File: config.mk
export PLATFORM = sky130hd
export DESIGN_NAME = dpram_port_arbiter
export DESIGN_NICKNAME = d
export VERILOG_FILES = /design/src/rtl/dpram_port_arbiter.sv
export SDC_FILE = /design/constraint.sdc
export NUM_CORES = 1
export LEC_CHECK = 0
export CAP_MARGIN = 20
export CORE_UTILIZATION = 29
export CTS_BUF_LIST = sky130_fd_sc_hd__clkbuf_4 sky130_fd_sc_hd__clkbuf_8
export CTS_CLUSTER_SIZE = 16
export DETAILED_ROUTE_END_ITERATION = 8
export PLACE_DENSITY = 0.89
export SYNTH_ARGS = -nofsm -noshare
export SYNTH_HDL_FRONTEND = slang
export SYNTH_SLANG_ARGS = --single-unit
File: constraint.sdc
create_clock -name clk -period 2.6 [get_ports clk]
set_input_delay 0.65 -clock clk [delete_from_list [all_inputs] [get_ports clk]]
set_output_delay 0.65 -clock clk [all_outputs]
set_load 0.03 [all_outputs]
File: src/rtl/dpram_port_arbiter.sv
// dpram_port_arbiter: shares one simple dual-port RAM between requesters A and B,
// with independent round-robin arbitration for the read and write ports.
module dpram_port_arbiter #(
    parameter int DATA_WIDTH = 14,
    parameter int ADDR_WIDTH = 6
) (
    input  logic                  clk,
    input  logic                  rst,
    input  logic                  a_req_valid,
    output logic                  a_req_ready,
    input  logic                  a_req_write,
    input  logic [ADDR_WIDTH-1:0] a_req_addr,
    input  logic [DATA_WIDTH-1:0] a_req_data,
    output logic                  a_rsp_valid,
    output logic [DATA_WIDTH-1:0] a_rsp_data,
    input  logic                  b_req_valid,
    output logic                  b_req_ready,
    input  logic                  b_req_write,
    input  logic [ADDR_WIDTH-1:0] b_req_addr,
    input  logic [DATA_WIDTH-1:0] b_req_data,
    output logic                  b_rsp_valid,
    output logic [DATA_WIDTH-1:0] b_rsp_data,
    output logic [ADDR_WIDTH-1:0] mem_rd_addr,
    input  logic [DATA_WIDTH-1:0] mem_rd_data,
    output logic                  mem_wr_en,
    output logic [ADDR_WIDTH-1:0] mem_wr_addr,
    output logic [DATA_WIDTH-1:0] mem_wr_data
);
    logic rd_cand_a, rd_cand_b, wr_cand_a, wr_cand_b;
    logic rd_gnt_a, rd_gnt_b, wr_gnt_a, wr_gnt_b;
    // Priority flags: 0 selects A, 1 selects B on the next contested grant.
    logic rd_prio_q, rd_prio_d, wr_prio_q, wr_prio_d;
    logic tag_vld_q, tag_vld_d, tag_b_q, tag_b_d;
    logic [ADDR_WIDTH-1:0] rd_addr_q;

    always_comb begin
        rd_cand_a = ~rst & a_req_valid & ~a_req_write;
        rd_cand_b = ~rst & b_req_valid & ~b_req_write;
        wr_cand_a = ~rst & a_req_valid & a_req_write;
        wr_cand_b = ~rst & b_req_valid & b_req_write;
        rd_gnt_a  = rd_cand_a & (~rd_cand_b | ~rd_prio_q);
        rd_gnt_b  = rd_cand_b & (~rd_cand_a | rd_prio_q);
        wr_gnt_a  = wr_cand_a & (~wr_cand_b | ~wr_prio_q);
        wr_gnt_b  = wr_cand_b & (~wr_cand_a | wr_prio_q);
        rd_prio_d = (rd_cand_a & rd_cand_b) ? ~rd_prio_q : rd_prio_q;
        wr_prio_d = (wr_cand_a & wr_cand_b) ? ~wr_prio_q : wr_prio_q;
        tag_vld_d = rd_gnt_a | rd_gnt_b;
        tag_b_d   = rd_gnt_b;
    end

    assign a_req_ready = rd_gnt_a | wr_gnt_a;
    assign b_req_ready = rd_gnt_b | wr_gnt_b;
    // Hold the last granted read address so the RAM output stays stable when idle.
    assign mem_rd_addr = rd_gnt_a ? a_req_addr : rd_gnt_b ? b_req_addr : rd_addr_q;
    assign mem_wr_en   = wr_gnt_a | wr_gnt_b;
    assign mem_wr_addr = wr_gnt_a ? a_req_addr : wr_gnt_b ? b_req_addr : '0;
    assign mem_wr_data = wr_gnt_a ? a_req_data : wr_gnt_b ? b_req_data : '0;
    assign a_rsp_valid = ~rst & tag_vld_q & ~tag_b_q;
    assign b_rsp_valid = ~rst & tag_vld_q & tag_b_q;
    assign a_rsp_data  = a_rsp_valid ? mem_rd_data : '0;
    assign b_rsp_data  = b_rsp_valid ? mem_rd_data : '0;

    always_ff @(posedge clk) begin
        if (rst) begin
            rd_prio_q <= 1'b0;
            wr_prio_q <= 1'b0;
            tag_vld_q <= 1'b0;
            tag_b_q   <= 1'b0;
            rd_addr_q <= '0;
        end else begin
            rd_prio_q <= rd_prio_d;
            wr_prio_q <= wr_prio_d;
            tag_vld_q <= tag_vld_d;
            tag_b_q   <= tag_b_d;
            rd_addr_q <= mem_rd_addr;
        end
    end
endmodule

==> results of run 1 <==
-- layout make-up --
type | count | area (um^2) | share of cell area (%)
timing repair buffer | 157 | 1570 | 56.9
multi-input combinational | 109 | 877 | 31.9
sequential | 10 | 200 | 7.27
tap | 48 | 60.1 | 2.18
clock buffer | 3 | 41.3 | 1.50
inverter | 2 | 7.51 | 0.273
-- synth_stat cells (all sizes together), types with 3 or more instances --
cell and number:
a22o 20, nor3b 3, and2 29, nand3 6
or4b 12, dfxtp 10, clkbuf 3, o211ai 6
o21ai 15, a21oi 3, buf 10
-- worst min-delay path by stage --
stage,from,endpoint,slack (ps),cells after the start
finish,wr_prio_q$_SDFFE_PP0P_,wr_prio_q$_SDFFE_PP0P_,570,2
global route,wr_prio_q$_SDFFE_PP0P_,wr_prio_q$_SDFFE_PP0P_,600,2
CTS,wr_prio_q$_SDFFE_PP0P_,wr_prio_q$_SDFFE_PP0P_,540,2
detailed placement,wr_prio_q$_SDFFE_PP0P_,wr_prio_q$_SDFFE_PP0P_,530,2
global placement,wr_prio_q$_SDFFE_PP0P_,wr_prio_q$_SDFFE_PP0P_,500,2
floorplan,wr_prio_q$_SDFFE_PP0P_,wr_prio_q$_SDFFE_PP0P_,480,2
-- per-stage QoR --
stage	cells	setup slack [ps]	util, %	power [mW]
after detailed placement	310	-745	64.6	0.524
final	329	-17.7	75.2	0.742
after global routing	329	-28.4	75.2	0.773
after global placement	310	-717	64.6	0.518
after CTS	323	-35.6	71.3	0.717
after floorplan	134	19.2	-	0.334
-- power by group --
part           internal [mW]  switching, mW
Clock                  0.102         0.0647
Combinational          0.226          0.180
Sequential             0.162        0.00628
-- routing by layer --
metal  up-vias  global-route usage, %  part of all wire [%]
met4         0                   4.83                   1.2
li1        811                      -                     -
met1       819                   25.4                    36
met2        91                   46.5                    54
met5         -                      0                     0
met3         6                   6.96                   8.6
-- cell families after synthesis --
logic type             count (synthesis)  share of synthesized area (%)
buffers and inverters                 15                           8.08
AOI/OAI and AO/OA                     48                           34.7
DFF                                   10                           18.0
and+or+nand+nor                       61                           39.3
-- repair_timing --
item | 4_1_cts | 5_1_grt
endpoints found under the hold margin | 0 | 0
pin swaps | 16 | 10
gates resized for setup | 89 | 20
endpoints found under the setup margin | 59 | 24
cloned | 4 | 3
buffers inserted | 6 | 7
-- flip-flops by register name (all words and copies together), names as in the netlist --
register and count:
rd_prio_q 1, tag_vld_q 1, rd_addr_q 6, wr_prio_q 1
tag_b_q 1
-- worst min-delay path, delay by kind of cell (launching register included) --
family             cells  cell delay, ps
AOI/OAI and AO/OA      2             160
DFF                    1             360
==> flow_summary.toml, run 1 <==
[die]
start_util_pct = 30.5
pin_count = 119
design.core.area_mm2 = 0.00366
die_h_um = 64
die_w_um = 64
std_cell_rows = 22
dieArea_mm2 = 0.00410

[sta]
worst_pin_slew_ps = 332
skew_ps = 2.49
grt_setup_unrepaired = "true"
whs_ps = 569
period_needed_ps = 2620
setup_slack_ps = -17.7
finalMaxSlewViolations = 0
max_freq_mhz = 382
relSlewSlack_pct = 77.8
post-route-period-util_pct = 101
hold_viol = 0
setup_viol = 3
fin_tns_setup_ps = -36.3

[logic_synthesis]
netlist_area_mm2 = 0.00111
synth.largest_area_cell = "dfxtp_1"
synth_flop_cell = "dfxtp_1"
synth_edf_count = 0
async_flop_share_pct = 0
synth_nets = 194
yosysWarnings = 0
ys_ff_latch = 10
synth_cells = 134
synth_top_cell_area_share_pct = 18.0
synth.distinct_cells = 30
synth_seq_area_share_pct = 18.0
synth_area_leaders = "dfxtp_1, and2_1, a22o_1"
syn_area_per_cell_um2 = 8.32

[worst_setup_path]
crit_buf_inv = 7
end_kind = "output port"
crit_family = "buffers and inverters"
path_cells = "buf_12, buf_6, buf_6, buf_6, a311oi_4, buf_6, clkbuf_16, a22o_1, buf_6"
cp_num_cells = 9
r2r-start = "rd_prio_q$_SDFFE_PP0P_"
r2r-end = "rd_addr_q[5]$_SDFF_PP0_"
reg2regPathDepth = 3
crit_type = "in -> out"
cpPeakStageDelay_ps = 250
crit_fanout = 5
r2r_slack_ps = 1170
cp_common_cell = "buf_6"
crit_path_start_kind = "input pin"
cp_data_arrival_time_ps = 1970
crit_path_top_delay_cell = "a311oi_4"
startpoint = "b_req_write"
cp.required_ps = 1950
crit_end = "mem_wr_addr[1]"

[drt]
wl_per_cell_um = 16.1
via_per_inst = 5.25
drt-total-wl_um = 5290
drtIter0Drc = 24
drcViolationCount = 0
ant_nets = 0
drtPass1Iterations = 4
vias = 1727

[global_routing]
grt.overflow.total = 0
antenna_found_initial = 0
grt_pass1_wl_um = 7720
grt_max_degree = 22
track_usage_pct = 24.1
grt_pass1_vias = 1619

[layout]
final_cell_mix = "buf_4, clkdlybuf4s50_1, buf_6, and2_1, a22o_1"
synthToLayoutAreaGrowth_pct = 147
antennaDiodeCount = 0
fin_nets = 343
drive_gt1_share_pct = 46.6
fill_cells = 295
final_common_cell = "buf_4"
design_area_mm2 = 0.00275

[run_status]
violations = "negative setup slack"
status = "finished with violations"

[worst_hold_path]
min_path_type = "reg -> reg"

[placement]
gp_congestion = 0.763
dpl_cell_area_mm2 = 0.00236
dp_hpwl_um = 3500
place.port_buffers = 118

[clock_network]
path_clk_slew_ps = 50
cts_buffers = 3
ctsLongestPathBuffers = 2
ctsHtreeMaxLevel = 1
root_buffer = "clkbuf_8"
postCtsHoldBufs = 0
cts.sinks = 10
cts_tree = "done"
clk_latency_ps = 240

[job]
cap_violations = 0

[pwr]
p_leak_nw = 1.25
p_per_area_mw_per_mm2 = 269
vdd_drop_max_mv = 0.385
No activity file was read; power rests on OpenSTA's default activity.
==> run 2: changes to the inputs <==
Settings changed: CORE_AREA set to 2 2 47 49, CORE_UTILIZATION 29 to not set, DIE_AREA set to 0 0 49 51, DONT_BUFFER_PORTS set to 1, HOLD_SLACK_MARGIN set to 0.06, PLACE_DENSITY 0.89 to 0.79.
==> flow_summary.toml, run 2 (synthesized netlist as in run 1, its figures left out) <==
[placement]
dp_hpwl_um = 2540
place.port_buffers = 0
gp_congestion = 0.805
dp_slack_ps = 269

[sta]
fin_tns_setup_ps = 0
period_needed_ps = 2400
hold_viol = 0
setup_slack_ps = 199
setup_viol = 0
relSlewSlack_pct = 60.3
worst_pin_slew_ps = 593
post-route-period-util_pct = 92.3
finalMaxSlewViolations = 0
skew_ps = 2.27
max_freq_mhz = 417
grt_setup_unrepaired = "false"

[pwr]
p_leak_nw = 0.593
vdd_drop_max_mv = 0.308
p_per_area_mw_per_mm2 = 372

[clock_network]
cts_buffers = 3
cts_setup_buffers = 0
post_cts_resized = 0
postCtsHoldBufs = 0
cts_tree = "done"
path_clk_slew_ps = 70
root_buffer = "clkbuf_4"
cts.sinks = 10
ctsLongestPathBuffers = 2
ctsHtreeMaxLevel = 1
clk_latency_ps = 270

[worst_setup_path]
r2r_slack_ps = 1180
crit_family = "simple AND/OR/NAND/NOR gates"
crit_type = "reg -> out"
path_cells = "or4b_2, o211ai_2, o21ai_1, buf_4"
crit_path_start_kind = "flip-flop"
crit_path_top_delay_cell = "or4b_2"
cp.required_ps = 1950
cp_data_arrival_time_ps = 1750
crit_fanout = 10
crit_buf_inv = 1
end_kind = "output port"
r2r-start = "rd_prio_q$_SDFFE_PP0P_"
cpPeakStageDelay_ps = 720
startpoint = "rd_prio_q$_SDFFE_PP0P_"

[global_routing]
grt_pass1_vias = 1076
track_usage_pct = 24.9
grt_max_degree = 19
antenna_found_initial = 0
grt.overflow.total = 0
grt_pass1_wl_um = 4800

[die]
std_cell_rows = 17
die_w_um = 49
dieArea_mm2 = 0.00250
design.core.area_mm2 = 0.00206
start_util_pct = 54.0
pin_count = 119
die_h_um = 51

[layout]
synthToLayoutAreaGrowth_pct = 25.0
antennaDiodeCount = 0
top_register = "rd_addr_q"
fill_cells = 154
ff_latch_area_um2 = 200
multi_input_area_um2 = 830
drive_gt1_share_pct = 39.9
final_cell_mix = "buf_4, and2_1, a22o_1, o21ai_1"
final_common_cell = "buf_4"
largest_reg_flops = 6
fin_nets = 224

[drt]
via_per_inst = 6.60
drtPass1Iterations = 4
vias = 1260
ant_nets = 0
drtIter0Drc = 26
drt-total-wl_um = 3350
drcViolationCount = 0
wl_per_cell_um = 17.5

[job]
cap_violations = 0

[worst_hold_path]
min_path_type = "in -> reg"
worstHoldStart = "rst"

[run_status]
status = "completed"
run 2: stage by stage:
stage	total power, mW	hold WS [ps]	instances	utilization [%]	cell area (um^2)
after floorplan	0.334	482	134	-	1110
after global placement	0.370	487	187	65.8	1360
after detailed placement	0.375	508	187	65.8	1360
after CTS	0.515	442	191	67.6	1390
after global routing	0.542	421	191	67.6	1390
final	0.518	437	191	67.6	1390
run 2: per-layer routing:
layer	vias up	wire (um)	track usage, %
met5	-	0	0
met4	0	88	9.05
met3	12	386	9.06
met2	108	1660	44.7
met1	575	1210	26.8
li1	565	-	-
run 2: area by class of cell:
type	instances	area share [%]
sequential	10	14.4
multi-input combinational	109	59.5
tap	28	2.51
inverter	2	0.539
clock buffer	4	2.60
timing repair buffer	38	20.5
run 2: path summary, 6_finish.rpt:
kind | endpoint | cells after the start
worst max-delay path | mem_rd_addr[3] | 4
worst min-delay path | rd_prio_q$_SDFFE_PP0P_ | 1
worst max register to register | rd_addr_q[3]$_SDFF_PP0_ | 3
worst min register to register | wr_prio_q$_SDFFE_PP0P_ | 2
run 2: report_power, final:
group | switching [mW] | total [mW] | leakage [nW] | internal (mW)
Clock | 0.0606 | 0.146 | 0.0210 | 0.0852
Sequential | 0.00598 | 0.168 | 0.0820 | 0.162
Combinational | 0.123 | 0.204 | 0.490 | 0.0817
==> run 3: changes to the inputs <==
Settings changed: GPL_TIMING_DRIVEN set to 1.
==> results of run 3 <==
Final layout, timing and power as in run 2 (identical DEF).
